--- config.mk ---
export PLATFORM = sky130hd
export DESIGN_NAME = ex_mem_stage_flat
export DESIGN_NICKNAME = d
export VERILOG_FILES = /design/src/rtl/ex_mem_stage_if.sv /design/src/rtl/ex_mem_stage.sv /design/src/flat_wrapper.sv
export SDC_FILE = /design/constraint.sdc
export NUM_CORES = 1
export LEC_CHECK = 0
export CAP_MARGIN = 40
export CORE_MARGIN = 2
export CORE_UTILIZATION = 30
export DETAILED_ROUTE_END_ITERATION = 6
export PLACE_DENSITY = 0.58
export SETUP_SLACK_MARGIN = 0.1
export SYNTH_ARGS = -nofsm -noshare
export SYNTH_HDL_FRONTEND = slang
export SYNTH_SLANG_ARGS = --single-unit
export TNS_END_PERCENT = 30
--- constraint.sdc ---
create_clock -name clk -period 1.75 [get_ports clk]
set_input_delay 0.175 -clock clk [delete_from_list [all_inputs] [get_ports clk]]
set_output_delay 0.175 -clock clk [all_outputs]
set_load 0.005 [all_outputs]
--- src/rtl/ex_mem_stage_if.sv ---
// rtl/ex_mem_stage_if.sv - EX-side and MEM-side handshake/payload bundle for ex_mem_stage
interface ex_mem_stage_if #(
    parameter int DATA_W = 32,
    parameter int REG_W  = 5
);
    logic              in_valid;
    logic              in_ready;
    logic              MemRead;
    logic              MemWrite;
    logic              MemToReg;
    logic              RegWrite;
    logic [DATA_W-1:0] ALUResult;
    logic [DATA_W-1:0] RD2;
    logic [REG_W-1:0]  Rd;

    logic              out_valid;
    logic              out_ready;
    logic              MemRead_out;
    logic              MemWrite_out;
    logic              MemToReg_out;
    logic              RegWrite_out;
    logic [DATA_W-1:0] ALUResult_out;
    logic [DATA_W-1:0] RD2_out;
    logic [REG_W-1:0]  Rd_out;

    modport master (
        output in_valid, MemRead, MemWrite, MemToReg, RegWrite, ALUResult, RD2, Rd, out_ready,
        input  in_ready, out_valid, MemRead_out, MemWrite_out, MemToReg_out, RegWrite_out,
               ALUResult_out, RD2_out, Rd_out
    );

    modport slave (
        input  in_valid, MemRead, MemWrite, MemToReg, RegWrite, ALUResult, RD2, Rd, out_ready,
        output in_ready, out_valid, MemRead_out, MemWrite_out, MemToReg_out, RegWrite_out,
               ALUResult_out, RD2_out, Rd_out
    );
endinterface

--- src/rtl/ex_mem_stage.sv ---
// rtl/ex_mem_stage.sv - EX/MEM pipeline stage with main+skid buffer, flush and bubble-gated controls
// Optional back-pressure counter enabled by defining EX_MEM_STALL_CNT_EN.
module ex_mem_stage #(
    parameter int DATA_W         = 32,
    parameter int REG_W          = 5,
    parameter int ZERO_REG_GUARD = 1
) (
    input  logic                 clk,
    input  logic                 reset,
    input  logic                 flush,
    ex_mem_stage_if.slave        bus,
    output logic [31:0]          stall_cnt
);
    typedef struct packed {
        logic              mem_read;
        logic              mem_write;
        logic              mem_to_reg;
        logic              reg_write;
        logic [DATA_W-1:0] alu;
        logic [DATA_W-1:0] rd2;
        logic [REG_W-1:0]  rd;
    } entry_t;

    localparam logic GUARD = (ZERO_REG_GUARD != 0);

    logic   main_valid_q, main_valid_d;
    logic   skid_valid_q, skid_valid_d;
    entry_t main_q, main_d;
    entry_t skid_q, skid_d;
    entry_t in_entry;
    logic   in_fire;
    logic   out_fire;

    // Writes to $zero are squashed at capture so the stored bit is already final.
    always_comb begin
        in_entry            = '0;
        in_entry.mem_read   = bus.MemRead;
        in_entry.mem_write  = bus.MemWrite;
        in_entry.mem_to_reg = bus.MemToReg;
        in_entry.reg_write  = bus.RegWrite & ~(GUARD & (bus.Rd == '0));
        in_entry.alu        = bus.ALUResult;
        in_entry.rd2        = bus.RD2;
        in_entry.rd         = bus.Rd;
    end

    assign in_fire  = bus.in_valid & ~skid_valid_q;
    assign out_fire = main_valid_q & bus.out_ready;

    always_comb begin
        main_valid_d = main_valid_q;
        skid_valid_d = skid_valid_q;
        main_d       = main_q;
        skid_d       = skid_q;
        if (flush) begin
            main_valid_d = 1'b0;
            skid_valid_d = 1'b0;
        end else if (out_fire) begin
            if (skid_valid_q) begin
                main_d = skid_q;
                if (in_fire) begin
                    skid_d = in_entry;
                end else begin
                    skid_valid_d = 1'b0;
                end
            end else if (in_fire) begin
                main_d = in_entry;
            end else begin
                main_valid_d = 1'b0;
            end
        end else if (in_fire) begin
            if (!main_valid_q) begin
                main_d       = in_entry;
                main_valid_d = 1'b1;
            end else begin
                skid_d       = in_entry;
                skid_valid_d = 1'b1;
            end
        end
    end

    always_ff @(posedge clk) begin
        if (!reset) begin
            main_valid_q <= 1'b0;
            skid_valid_q <= 1'b0;
            main_q       <= '0;
            skid_q       <= '0;
        end else begin
            main_valid_q <= main_valid_d;
            skid_valid_q <= skid_valid_d;
            main_q       <= main_d;
            skid_q       <= skid_d;
        end
    end

    // in_ready depends only on state, never on out_ready.
    assign bus.in_ready      = ~skid_valid_q;
    assign bus.out_valid     = main_valid_q;
    assign bus.MemRead_out   = main_q.mem_read   & main_valid_q;
    assign bus.MemWrite_out  = main_q.mem_write  & main_valid_q;
    assign bus.MemToReg_out  = main_q.mem_to_reg & main_valid_q;
    assign bus.RegWrite_out  = main_q.reg_write  & main_valid_q;
    assign bus.ALUResult_out = main_q.alu;
    assign bus.RD2_out       = main_q.rd2;
    assign bus.Rd_out        = main_q.rd;

`ifdef EX_MEM_STALL_CNT_EN
    logic [31:0] stall_cnt_q;

    always_ff @(posedge clk) begin
        if (!reset) begin
            stall_cnt_q <= '0;
        end else if (main_valid_q & ~bus.out_ready & ~flush) begin
            stall_cnt_q <= stall_cnt_q + 32'd1;
        end
    end

    assign stall_cnt = stall_cnt_q;
`else
    assign stall_cnt = '0;
`endif
endmodule

--- src/flat_wrapper.sv ---
// flat-port wrapper written by rule: the top's interface ports become plain ports
module ex_mem_stage_flat 
#(
    parameter int DATA_W         = 32,
    parameter int REG_W          = 5,
    parameter int ZERO_REG_GUARD = 1
)
  (clk, reset, flush, stall_cnt, bus_in_valid, bus_MemRead, bus_MemWrite, bus_MemToReg, bus_RegWrite, bus_ALUResult, bus_RD2, bus_Rd, bus_out_ready, bus_in_ready, bus_out_valid, bus_MemRead_out, bus_MemWrite_out, bus_MemToReg_out, bus_RegWrite_out, bus_ALUResult_out, bus_RD2_out, bus_Rd_out);
  ex_mem_stage_if #(.DATA_W(DATA_W), .REG_W(REG_W)) bus_i ();
  input  logic clk;
  input  logic reset;
  input  logic flush;
  output logic [31:0] stall_cnt;
  input wire logic [$bits(bus_i.in_valid)-1:0] bus_in_valid;
  input wire logic [$bits(bus_i.MemRead)-1:0] bus_MemRead;
  input wire logic [$bits(bus_i.MemWrite)-1:0] bus_MemWrite;
  input wire logic [$bits(bus_i.MemToReg)-1:0] bus_MemToReg;
  input wire logic [$bits(bus_i.RegWrite)-1:0] bus_RegWrite;
  input wire logic [$bits(bus_i.ALUResult)-1:0] bus_ALUResult;
  input wire logic [$bits(bus_i.RD2)-1:0] bus_RD2;
  input wire logic [$bits(bus_i.Rd)-1:0] bus_Rd;
  input wire logic [$bits(bus_i.out_ready)-1:0] bus_out_ready;
  output wire logic [$bits(bus_i.in_ready)-1:0] bus_in_ready;
  output wire logic [$bits(bus_i.out_valid)-1:0] bus_out_valid;
  output wire logic [$bits(bus_i.MemRead_out)-1:0] bus_MemRead_out;
  output wire logic [$bits(bus_i.MemWrite_out)-1:0] bus_MemWrite_out;
  output wire logic [$bits(bus_i.MemToReg_out)-1:0] bus_MemToReg_out;
  output wire logic [$bits(bus_i.RegWrite_out)-1:0] bus_RegWrite_out;
  output wire logic [$bits(bus_i.ALUResult_out)-1:0] bus_ALUResult_out;
  output wire logic [$bits(bus_i.RD2_out)-1:0] bus_RD2_out;
  output wire logic [$bits(bus_i.Rd_out)-1:0] bus_Rd_out;
  assign bus_i.in_valid = bus_in_valid;
  assign bus_i.MemRead = bus_MemRead;
  assign bus_i.MemWrite = bus_MemWrite;
  assign bus_i.MemToReg = bus_MemToReg;
  assign bus_i.RegWrite = bus_RegWrite;
  assign bus_i.ALUResult = bus_ALUResult;
  assign bus_i.RD2 = bus_RD2;
  assign bus_i.Rd = bus_Rd;
  assign bus_i.out_ready = bus_out_ready;
  assign bus_in_ready = bus_i.in_ready;
  assign bus_out_valid = bus_i.out_valid;
  assign bus_MemRead_out = bus_i.MemRead_out;
  assign bus_MemWrite_out = bus_i.MemWrite_out;
  assign bus_MemToReg_out = bus_i.MemToReg_out;
  assign bus_RegWrite_out = bus_i.RegWrite_out;
  assign bus_ALUResult_out = bus_i.ALUResult_out;
  assign bus_RD2_out = bus_i.RD2_out;
  assign bus_Rd_out = bus_i.Rd_out;
  ex_mem_stage #(.DATA_W(DATA_W), .REG_W(REG_W), .ZERO_REG_GUARD(ZERO_REG_GUARD)) u_core (.clk(clk), .reset(reset), .flush(flush), .bus(bus_i), .stall_cnt(stall_cnt));
endmodule
---- After elaboration in Yosys (flattened, before gate mapping) ----
Index checks and enable logic that the tools add are counted.
word-level totals
  register bits after elaboration ......... 148
  input port bits ......................... 78
  logic and storage cells ................. 59
cells by class
  equal/unequal tests ..................... 5
  mux-type cells .......................... 18
  bitwise gates (word level) .............. 11
  reduce and logical (&&, ||, !) cells .... 9
operators with widths
  operator              count
  $mux W73              9
  $mux W1               9
  $ne A2 B2 Y1 const B  4
  $and A1 B1 Y1         7
  $reduce_bool A2 Y1    3
  $logic_not A5 Y1      1
  $reduce_and A5 Y1     1
  $not A1 Y1            4
  $reduce_and A4 Y1     1
  $reduce_and A3 Y1     1
  $ne A2 B1 Y1 const B  1
  $reduce_and A2 Y1     1
  $reduce_or A2 Y1      1

---- Longest topological paths before layout ----
Gate-level depths: netlist of run 1.
  word-level depth ........................ 6
  gate-level depth with buffers ........... 7
  gate-level depth less buffers ........... 3

---- Least setup slack after synthesis of run 1 ----
Ideal clock, no wire load.
  kind .................................... register to register
  start point ............................. reg u_core.skid_valid_q
  end point ............................... reg u_core.main_q, in the netlist u_core.bus.ALUResult_out[0]
  setup time .............................. 0.146 ns
  arrival time ............................ 1.263 ns
  data required time ...................... 1.604 ns
  setup slack ............................. 0.341 ns
  cell stages (with the launch flop) ...... 7
  clock period less this slack ............ 1.409 ns
  path through ............................ dfxtp_1 > buf_6 > mux2_4 > buf_2 > buf_2 > a31oi_1 > a211oi_2
between the ends
  longest elaborated chain between the ends .. 4
  elaborated cells on any way between the ends .. 7
RTL lines
  what                                 RTL line            RTL
  start, declared                      ex_mem_stage.sv:27  logic skid_valid_q, skid_valid_d;
  start signal, assigned               ex_mem_stage.sv:89  skid_valid_q <= skid_valid_d;
  $not A1 Y1                           ex_mem_stage.sv:46  assign in_fire = bus.in_valid & ~skid_valid_q;
  $and A1 B1 Y1                        ex_mem_stage.sv:46
  $reduce_bool A2 Y1 (no source line)  --
  $reduce_and A4 Y1 (no source line)   --
  end signal, assigned                 ex_mem_stage.sv:90  main_q <= main_d;
  end, declared                        ex_mem_stage.sv:28  entry_t main_q, main_d;
Parallel ways exist; a longest one is shown, timed or not.
A chain may end at the register's enable or synchronous reset.

---- Worst setup path after layout of run 1 ----
  start point ............................. reg u_core.main_q, in the netlist u_core.bus.RD2_out[11]
  end point ............................... out bus_RD2_out[11]
RTL lines
  what           RTL line            RTL
  end, declared  flat_wrapper.sv:30  output wire logic [$bits(bus_i.RD2_out)-1:0] bus_RD2_out;
No word-level cell between the ends.

==> run summary, run 1 <==
For this design, the slowest cell found on the critical path is clkdlybuf4s50_1. The largest family of logic cells by synthesized area is compound AO/OA/AOI/OAI gates. The horizontal extent of the die came out at 163 um. The placeable core region is 0.0250 mm2. The unique cell type count in the Yosys netlist came out at 30. Routability-driven placement finished with a final weighted congestion of 0.720.

The worst-path maximum fanout is 2. The flow ran to the end, and the final reports show no timing, DRC or antenna violations. In this run, synthesis inferred 0 flip-flops with an integrated enable.

The instance area after placement is 0.00891 mm2. The clock edge transition at the registers on the reported setup and hold paths is 0.06 ns. The sequential cells in the finished layout cover a total of 0.00297 mm2. Final hold analysis gives a worst-case slack of 0.351 ns. The number of max-slew violations in the final report came to 0. The first-pass GRT wire length came out at 33900 um. The number of clock sinks is 148. The first detailed-routing pass took 5 iterations. Entering global routing, the biggest net connects 74 pins. The worst IR drop on VDD came out at 522 uV.

The post-synthesis share of cell area spent on and, or, nand and nor gates is 6.09%. The worst-skew pair later-pin latency came out at 0.42 ns. In this run the cell area of the synthesized design comes to 0.00756 mm2. The static leakage is 0.00366 uW. Together, buffers and inverters on the worst path number 1. Once detail routing completed, the nets flagged for antenna violations numbered 0. Summed over all failing endpoints, the final setup total negative slack is 0 ns. The initial antenna violation count was 0. The cts-stage hold buffer count came out at 0. The highest achievable clock rate came out at 0.659 GHz. The number of placement rows is 58. The starting density of the core is 30.3%.

The final net count is 928. The type of the tightest min-delay check is in -> reg. The total DRC errors in the routed layout is 0. The tree is rooted in a clkbuf_16.

The smallest setup slack after layout came out at 0.232 ns. The area growth from synthesis to final layout came out at 26.0%. Setup repair after global routing left no endpoint under its margin. The multi-input combinational cells in the finished layout cover a total of 0.00348 mm2. The power density over the cells came out at 895 mW/mm2. In this run the deepest clock path goes through 2 buffers. Walking the worst path, the cells encountered are clkdlybuf4s50_1. Max-cap violations in this run came to 0. The total clock buffers created by CTS is 17. The final number of setup-violating endpoints came out at 0. The number of standard cells in the layout, taps in and fillers out came out at 1191. The total routing resource utilization after global routing came out at 16.2%. Detailed placement ended at an HPWL of 13300 um. The final critical-path required period is 1.52 ns. The average vias per placed instance came out at 5.18. The adder and majority cell fraction of the synthesized area is 0%. Counting every instance in the synthesized netlist gives 800. The compound-cell area share of the yosys netlist is 28.1%. The average wire per standard cell came out at 17.9 um. Counting the fill cells in the layout gives 2494.

The data arrival at the endpoint of the critical path came out at 1.34 ns. The number of warnings printed during yosys synthesis is 0. The mean area per synthesized cell is 9.44 um2.

Detailed routing inserted a total of 6166 vias. Post-CTS timing repair inserted 0 buffers for setup. The number of placed instances, taps included, is 1161. The count of input and output buffers came out at 152.

The worst setup path is captured at an output port. The area of all placed cells without fillers came out at 0.00952 mm2. The die outline area is 0.0265 mm2. The synthesized netlist devotes 0% of its cell area to XOR and XNOR gates. The total of flip-flops plus latches after synthesis is 148. The share of the Yosys chip area taken by registers is 39.2%. On the critical path the largest part of the delay comes from buffers and inverters. The worst setup path is of the reg -> out kind.

The post-placement worst setup slack came out at -0.0326 ns. In the synthesized netlist the dominant register cell turns out to be dfxtp_1. The final critical-path share of the clock period is 86.7%. The data required time at the worst endpoint came out at 1.57 ns. STA classifies the critical path startpoint as a flip-flop.

The y dimension of the die is 163 um. The aggregate routed wire length came out at 21300 um. The via count of the first global-routing pass came out at 6068.

The antenna cell count came out at 0. TritonCTS built the clock tree. The initial DRC count came out at 500. The clock skew after layout came out at 0.00655 ns. The share of synthesized flip-flops with an asynchronous set or reset is 0%. The number of hold-slack violations in the final timing report came out at 0. Summed over all layers, the global routing overflow is 0. The number of top-level design ports is 185.

The delay of the slowest critical-path stage is 0.56 ns. The maximum level of the CTS H-tree came out at 4. Of the cells placed in the final design, the portion with a size suffix greater than 1 is 17.1%.

Multiplexer cells account for 9.74% of the synthesized area.
[power by group]
group	internal [uW]	switching (uW)	total, uW
clock	2340	1470	3810
sequential	3500	75.3	3580
combinational	596	540	1140
[layout make-up]
cell class,count,share of cell area (%)
clock buffer,22,4.98
clock inverter,8,1.33
inverter,4,0.210
multi-input combinational,489,36.5
sequential,148,31.1
tap,330,4.34
timing repair buffer,190,21.5
[logic make-up after synthesis]
group,after synthesis
buffers and inverters,194
multiplexers,73
AO/OA/AOI/OAI,297
AND/OR/NAND/NOR,87
other,1
flip-flops,148
[layout by cell type (no fill, tap or decap), types with 3 or more instances in the layout]
| cell | synthesis | routed |
|---|---|---|
| nand3_1 | 72 | 72 |
| conb_1 | 1 | 32 |
| o21ai_0 | 73 | 73 |
| buf_12 | 0 | 18 |
| and2_1 | 4 | 4 |
| mux2i_1 | 72 | 72 |
| a211oi_1 | 3 | 3 |
| nand2_1 | 3 | 3 |
| clkinvlp_4 | 0 | 3 |
| dfxtp_1 | 148 | 146 |
| dlygate4sd2_1 | 0 | 4 |
| buf_6 | 17 | 3 |
| a21oi_1 | 74 | 74 |
| clkbuf_16 | 0 | 17 |
| a31oi_1 | 73 | 73 |
| a211oi_2 | 70 | 70 |
| bufinv_16 | 0 | 3 |
| clkdlybuf4s50_1 | 0 | 146 |
| clkbuf_8 | 0 | 3 |
| buf_4 | 102 | 17 |
[final timing paths]
check / start / to / slack, ns / cells after the start
max: u_core.bus.RD2_out[11]$_SDFFE_PN0P_ / bus_RD2_out[11] / 0.23 / 1
min: bus_RegWrite / u_core.skid_q[69]$_SDFFE_PN0P_ / 0.35 / 3
max reg2reg: u_core.skid_valid_q$_SDFFE_PP0P_ / u_core.bus.ALUResult_out[8]$_SDFFE_PN0P_ / 0.23 / 4
min reg2reg: u_core.skid_q[29]$_SDFFE_PN0P_ / u_core.skid_q[29]$_SDFFE_PN0P_ / 0.47 / 2
[timing repair]
| item | 4_1_cts | 5_1_grt |
|---|---|---|
| pin swaps | 0 | 0 |
| gates resized for setup | 7 | 3 |
| setup endpoints to repair | 5 | 35 |
[through the flow]
| step | total power [uW] | utilization (%) |
|---|---|---|
| 6_report | 8520 | 38.1 |
| 5_1_grt | 8830 | 38.1 |
| 4_1_cts | 8620 | 38.1 |
| 3_5_place_dp | 4790 | 35.7 |
| 3_3_place_gp | 4790 | 35.7 |
| 2_1_floorplan | 4370 | - |
[synth_stat cells, types with 4 or more instances]
master    number  area [um2]
and2_1         4        25.0
buf_4        102         766
clkbuf_1      43         161
buf_2         25         125
o21ai_0       73         365
a31oi_1       73         457
mux2i_1       72         721
a21oi_1       74         370
dfxtp_1      148        2960
a211oi_2      70         876
buf_6         17         191
nand3_1       72         360
[routing by layer]
metal	part of all wire, %	GRT usage, %
met1	46	22.0
met2	46	25.2
met3	6.0	3.87
met4	1.6	5.59
met5	0	0
[state kept, by name, summed over array words and instances (netlist names)]
register / cells
u_core.skid_q: 73
u_core.bus.ALUResult_out: 32
u_core.bus.RD2_out: 32
u_core.bus.Rd_out: 5
u_core.main_q: 4
u_core.bus.out_valid: 1
u_core.skid_valid_q: 1
Note: power is estimated with default switching activity, not from simulation.
==> run 2: changes to the inputs <==
--- a/config.mk
+++ b/config.mk
@@ -8,9 +8,11 @@
 export CAP_MARGIN = 40
 export CORE_MARGIN = 2
 export CORE_UTILIZATION = 30
+export CTS_CLUSTER_DIAMETER = 200
 export DETAILED_ROUTE_END_ITERATION = 6
 export PLACE_DENSITY = 0.58
 export SETUP_SLACK_MARGIN = 0.1
+export SKIP_LAST_GASP = 1
 export SYNTH_ARGS = -nofsm -noshare
 export SYNTH_HDL_FRONTEND = slang
 export SYNTH_SLANG_ARGS = --single-unit
==> run 2 against run 1 <==
  * Clock skew decreased by 0.00054 ns
  * Largest power group unchanged
  * Sequential power about the same
  * Count of clock-buffer cells in the layout unchanged
  * Hold slack improved by 0.0022 ns
  * Final cell count unchanged
  * Critical path depth increased by 1
  * Worst setup slack got worse by 0.12 ns
==> run summary, run 2 (synthesis results as in run 1) <==
The worst setup path is captured at an output port. The worst IR drop on VDD is 520 uV (-0.49%). The type of the setup path with the least slack is reg -> out. The library cell used most frequently in the layout, excluding fill and tap cells, is clkdlybuf4s50_1. The average vias per placed instance came out at 5.17 (about the same). The number of buffers on the longest clock path was 2 (unchanged). The antenna cell count is 0 (unchanged). The final global-route overflow total came out at 0 (unchanged). The detailed-route via count was 6163 (-0.049%).

The count of input and output buffers came out at 152 (unchanged). The via count of the first global-routing pass came to 6068 (unchanged). The initial DRC count came out at 537 (+7.4%).

The worst-skew pair later-pin latency came out at 0.42 ns (about the same). The starting density of the core came out at 30.3% (unchanged). The maximum number of pins on one net before global-route repair is 74 (unchanged). The number of clock sinks came out at 148 (unchanged). The area taken by multi-input logic gates is 0.00348 mm2 (unchanged). The average wire per standard cell came out at 17.9 um (+0.26%). The switching power summed over all nets came out at 2080 uW (-0.22%).

The data arrival at the endpoint of the critical path is 1.46 ns (+0.12 ns). The final number of setup-violating endpoints is 0 (unchanged). The instance area after placement came to 0.00891 mm2 (unchanged).

The fraction of final layout cells with drive strength greater than 1 came out at 17.1% (unchanged). The initial antenna violation count came to 0 (unchanged). The min-delay analysis places its worst path in the category in -> reg. TritonCTS built the clock tree. The reg-to-reg setup timing slack is 0.23 ns (about the same). The number of hold-slack violations in the final timing report came to 0 (unchanged).

The horizontal extent of the die is 163 um (unchanged). The total clock buffers created by CTS is 17 (unchanged). For hold timing, the worst endpoint is u_core.skid_q[69]$_SDFFE_PN0P_. The number of placement rows came to 58 (unchanged). The static leakage is 0.00368 uW (+0.65%). The launch instance of the worst register-to-register path is u_core.skid_valid_q$_SDFFE_PP0P_.

The final net count is 928 (unchanged). The category of the worst setup path launch point is a flip-flop. The fraction of power consumed by combinational cells is 13.3% (about the same). The fraction of power consumed by the clock network is 44.7% (about the same). The cell depth of the worst hold path came to 3 (unchanged). The clock skew after layout came to 0.00601 ns (-0.000542 ns). The launch point of the worst hold path is bus_RegWrite. The number of max-slew violations in the final report is 0 (unchanged). The power density over the cells came out at 894 mW/mm2 (-0.17%). The data required time at the worst endpoint is 1.57 ns (about the same). The final total negative setup slack came out at 0 ns (unchanged). The first-pass GRT wire length came out at 33900 um (unchanged). The area of all placed cells without fillers came out at 0.00953 mm2 (+0.12%).

The detailed-routing iteration count for the pre-antenna-repair pass is 5 (unchanged). The final critical-path share of the clock period is 93.5% (+6.8 points). The worst-path maximum fanout came out at 5 (+3). The routability congestion estimate from global placement is 0.720 (unchanged). The y dimension of the die is 163 um (unchanged). The maximum level of the CTS H-tree came out at 4 (unchanged). The die outline area came out at 0.0265 mm2 (unchanged). The total DRC errors in the routed layout is 0 (unchanged).

The sequential fraction of design power came out at 42.0% (about the same). The placeable core region came out at 0.0250 mm2 (unchanged). In the layout the commonest cells are clkdlybuf4s50_1 (147), dfxtp_1 (146), a21oi_1 (74), o21ai_0 (73), a31oi_1 (73). The final critical-path required period came to 1.64 ns (+0.119 ns). Setup repair after global routing could not meet its margin everywhere.

The net switching fraction of the power is 24.4% (-0.041 points). From synthesis to final layout, the design area changed by 26.2%. The total routing resource utilization after global routing came out at 16.2% (unchanged). The highest achievable clock rate is 0.611 GHz (-7.3%). The post-CTS setup buffer count is 0 (unchanged).

The flow ran to the end, and the final reports show no timing, DRC or antenna violations. The number of top-level design ports came to 185 (unchanged). The clock edge transition at the registers on the reported setup and hold paths is 0.06 ns (about the same). The register ranked first by flip-flop count is u_core.skid_q. The final-layout fill cell count was 2492 (-0.080%). The flip-flop and latch area came out at 0.00297 mm2 (about the same).

The cell-internal power came to 6440 uW (about the same). The overall power consumption came out at 8520 uW (about the same). The smallest setup slack after layout is 0.113 ns (-0.119 ns). The root buffer cell chosen for the clock tree is clkbuf_16. The cell count of the worst reg-to-reg path came out at 4 (unchanged).

The sum of net half-perimeters after detailed placement came to 13300 um (unchanged). The post-placement worst setup slack is -0.0326 ns (unchanged). The flip-flop count of the largest register, all copies and words added came to 73 (unchanged).

The count of antenna-violating nets left after detailed routing came out at 0 (unchanged). The worst register-to-register path ends at u_core.bus.ALUResult_out[8]$_SDFFE_PN0P_. The aggregate routed wire length is 21300 um (+0.26%).

The max-cap check violation count came out at 0 (unchanged).
## run 2: cell type report
class	count	area share [%]
timing repair buffer	190	21.5
multi-input combinational	489	36.5
clock inverter	8	1.33
clock buffer	22	4.97
sequential	148	31.1
tap	330	4.33
inverter	4	0.210
## run 2: worst max-delay path by stage
stage | start | endpoint | slack, ns
final | u_core.bus.out_valid$_SDFFE_PP0P_ | bus_out_valid | 0.11
after global routing | u_core.bus.out_valid$_SDFFE_PP0P_ | bus_out_valid | 0.07
after CTS | u_core.bus.out_valid$_SDFFE_PP0P_ | bus_MemToReg_out | -0.06
after detailed placement | bus_out_ready | u_core.bus.RD2_out[4]$_SDFFE_PN0P_ | -0.03
after global placement | bus_in_valid | u_core.main_q[69]$_SDFFE_PN0P_ | -0.06
after floorplan | u_core.skid_valid_q$_SDFFE_PP0P_ | u_core.bus.ALUResult_out[0]$_SDFFE_PN0P_ | 0.34
## run 2: layer usage
layer  routed length (um)  GRT usage (%)  vias to the layer above
met2                 9780           25.2                      222
met5                    0              0                        -
met1                 9800           22.0                     3009
met3                 1390           3.87                       28
met4                  350           5.59                        0
li1                     -              -                     2904
## run 2: timing repair
action                     4_1_cts  5_1_grt
hold buffers                     0        0
setup endpoints to repair        5       38
resized for setup                4        6
## run 2: stage by stage
step / hold slack [ns] / instances / util, %
after floorplan: 0.274 / 831 / -
after global placement: 0.459 / 1161 / 35.7
after detailed placement: 0.466 / 1161 / 35.7
after CTS: 0.335 / 1191 / 38.1
after global routing: 0.371 / 1191 / 38.2
final: 0.353 / 1191 / 38.2
## run 2: power groups by stage
stage / Clock [uW] / Combinational, uW / Sequential, uW
2_1_floorplan: 0 / 743 / 3620
3_3_place_gp: 0 / 1140 / 3650
3_5_place_dp: 0 / 1140 / 3650
4_1_cts: 3900 / 1140 / 3580
5_1_grt: 4010 / 1230 / 3590
6_report: 3800 / 1140 / 3580
## run 2: worst max-delay path, stage by stage (launching register included)
cell and delay [ns]:
dfxtp_4 0.36, buf_6 0.14, clkdlybuf4s50_1 0.54
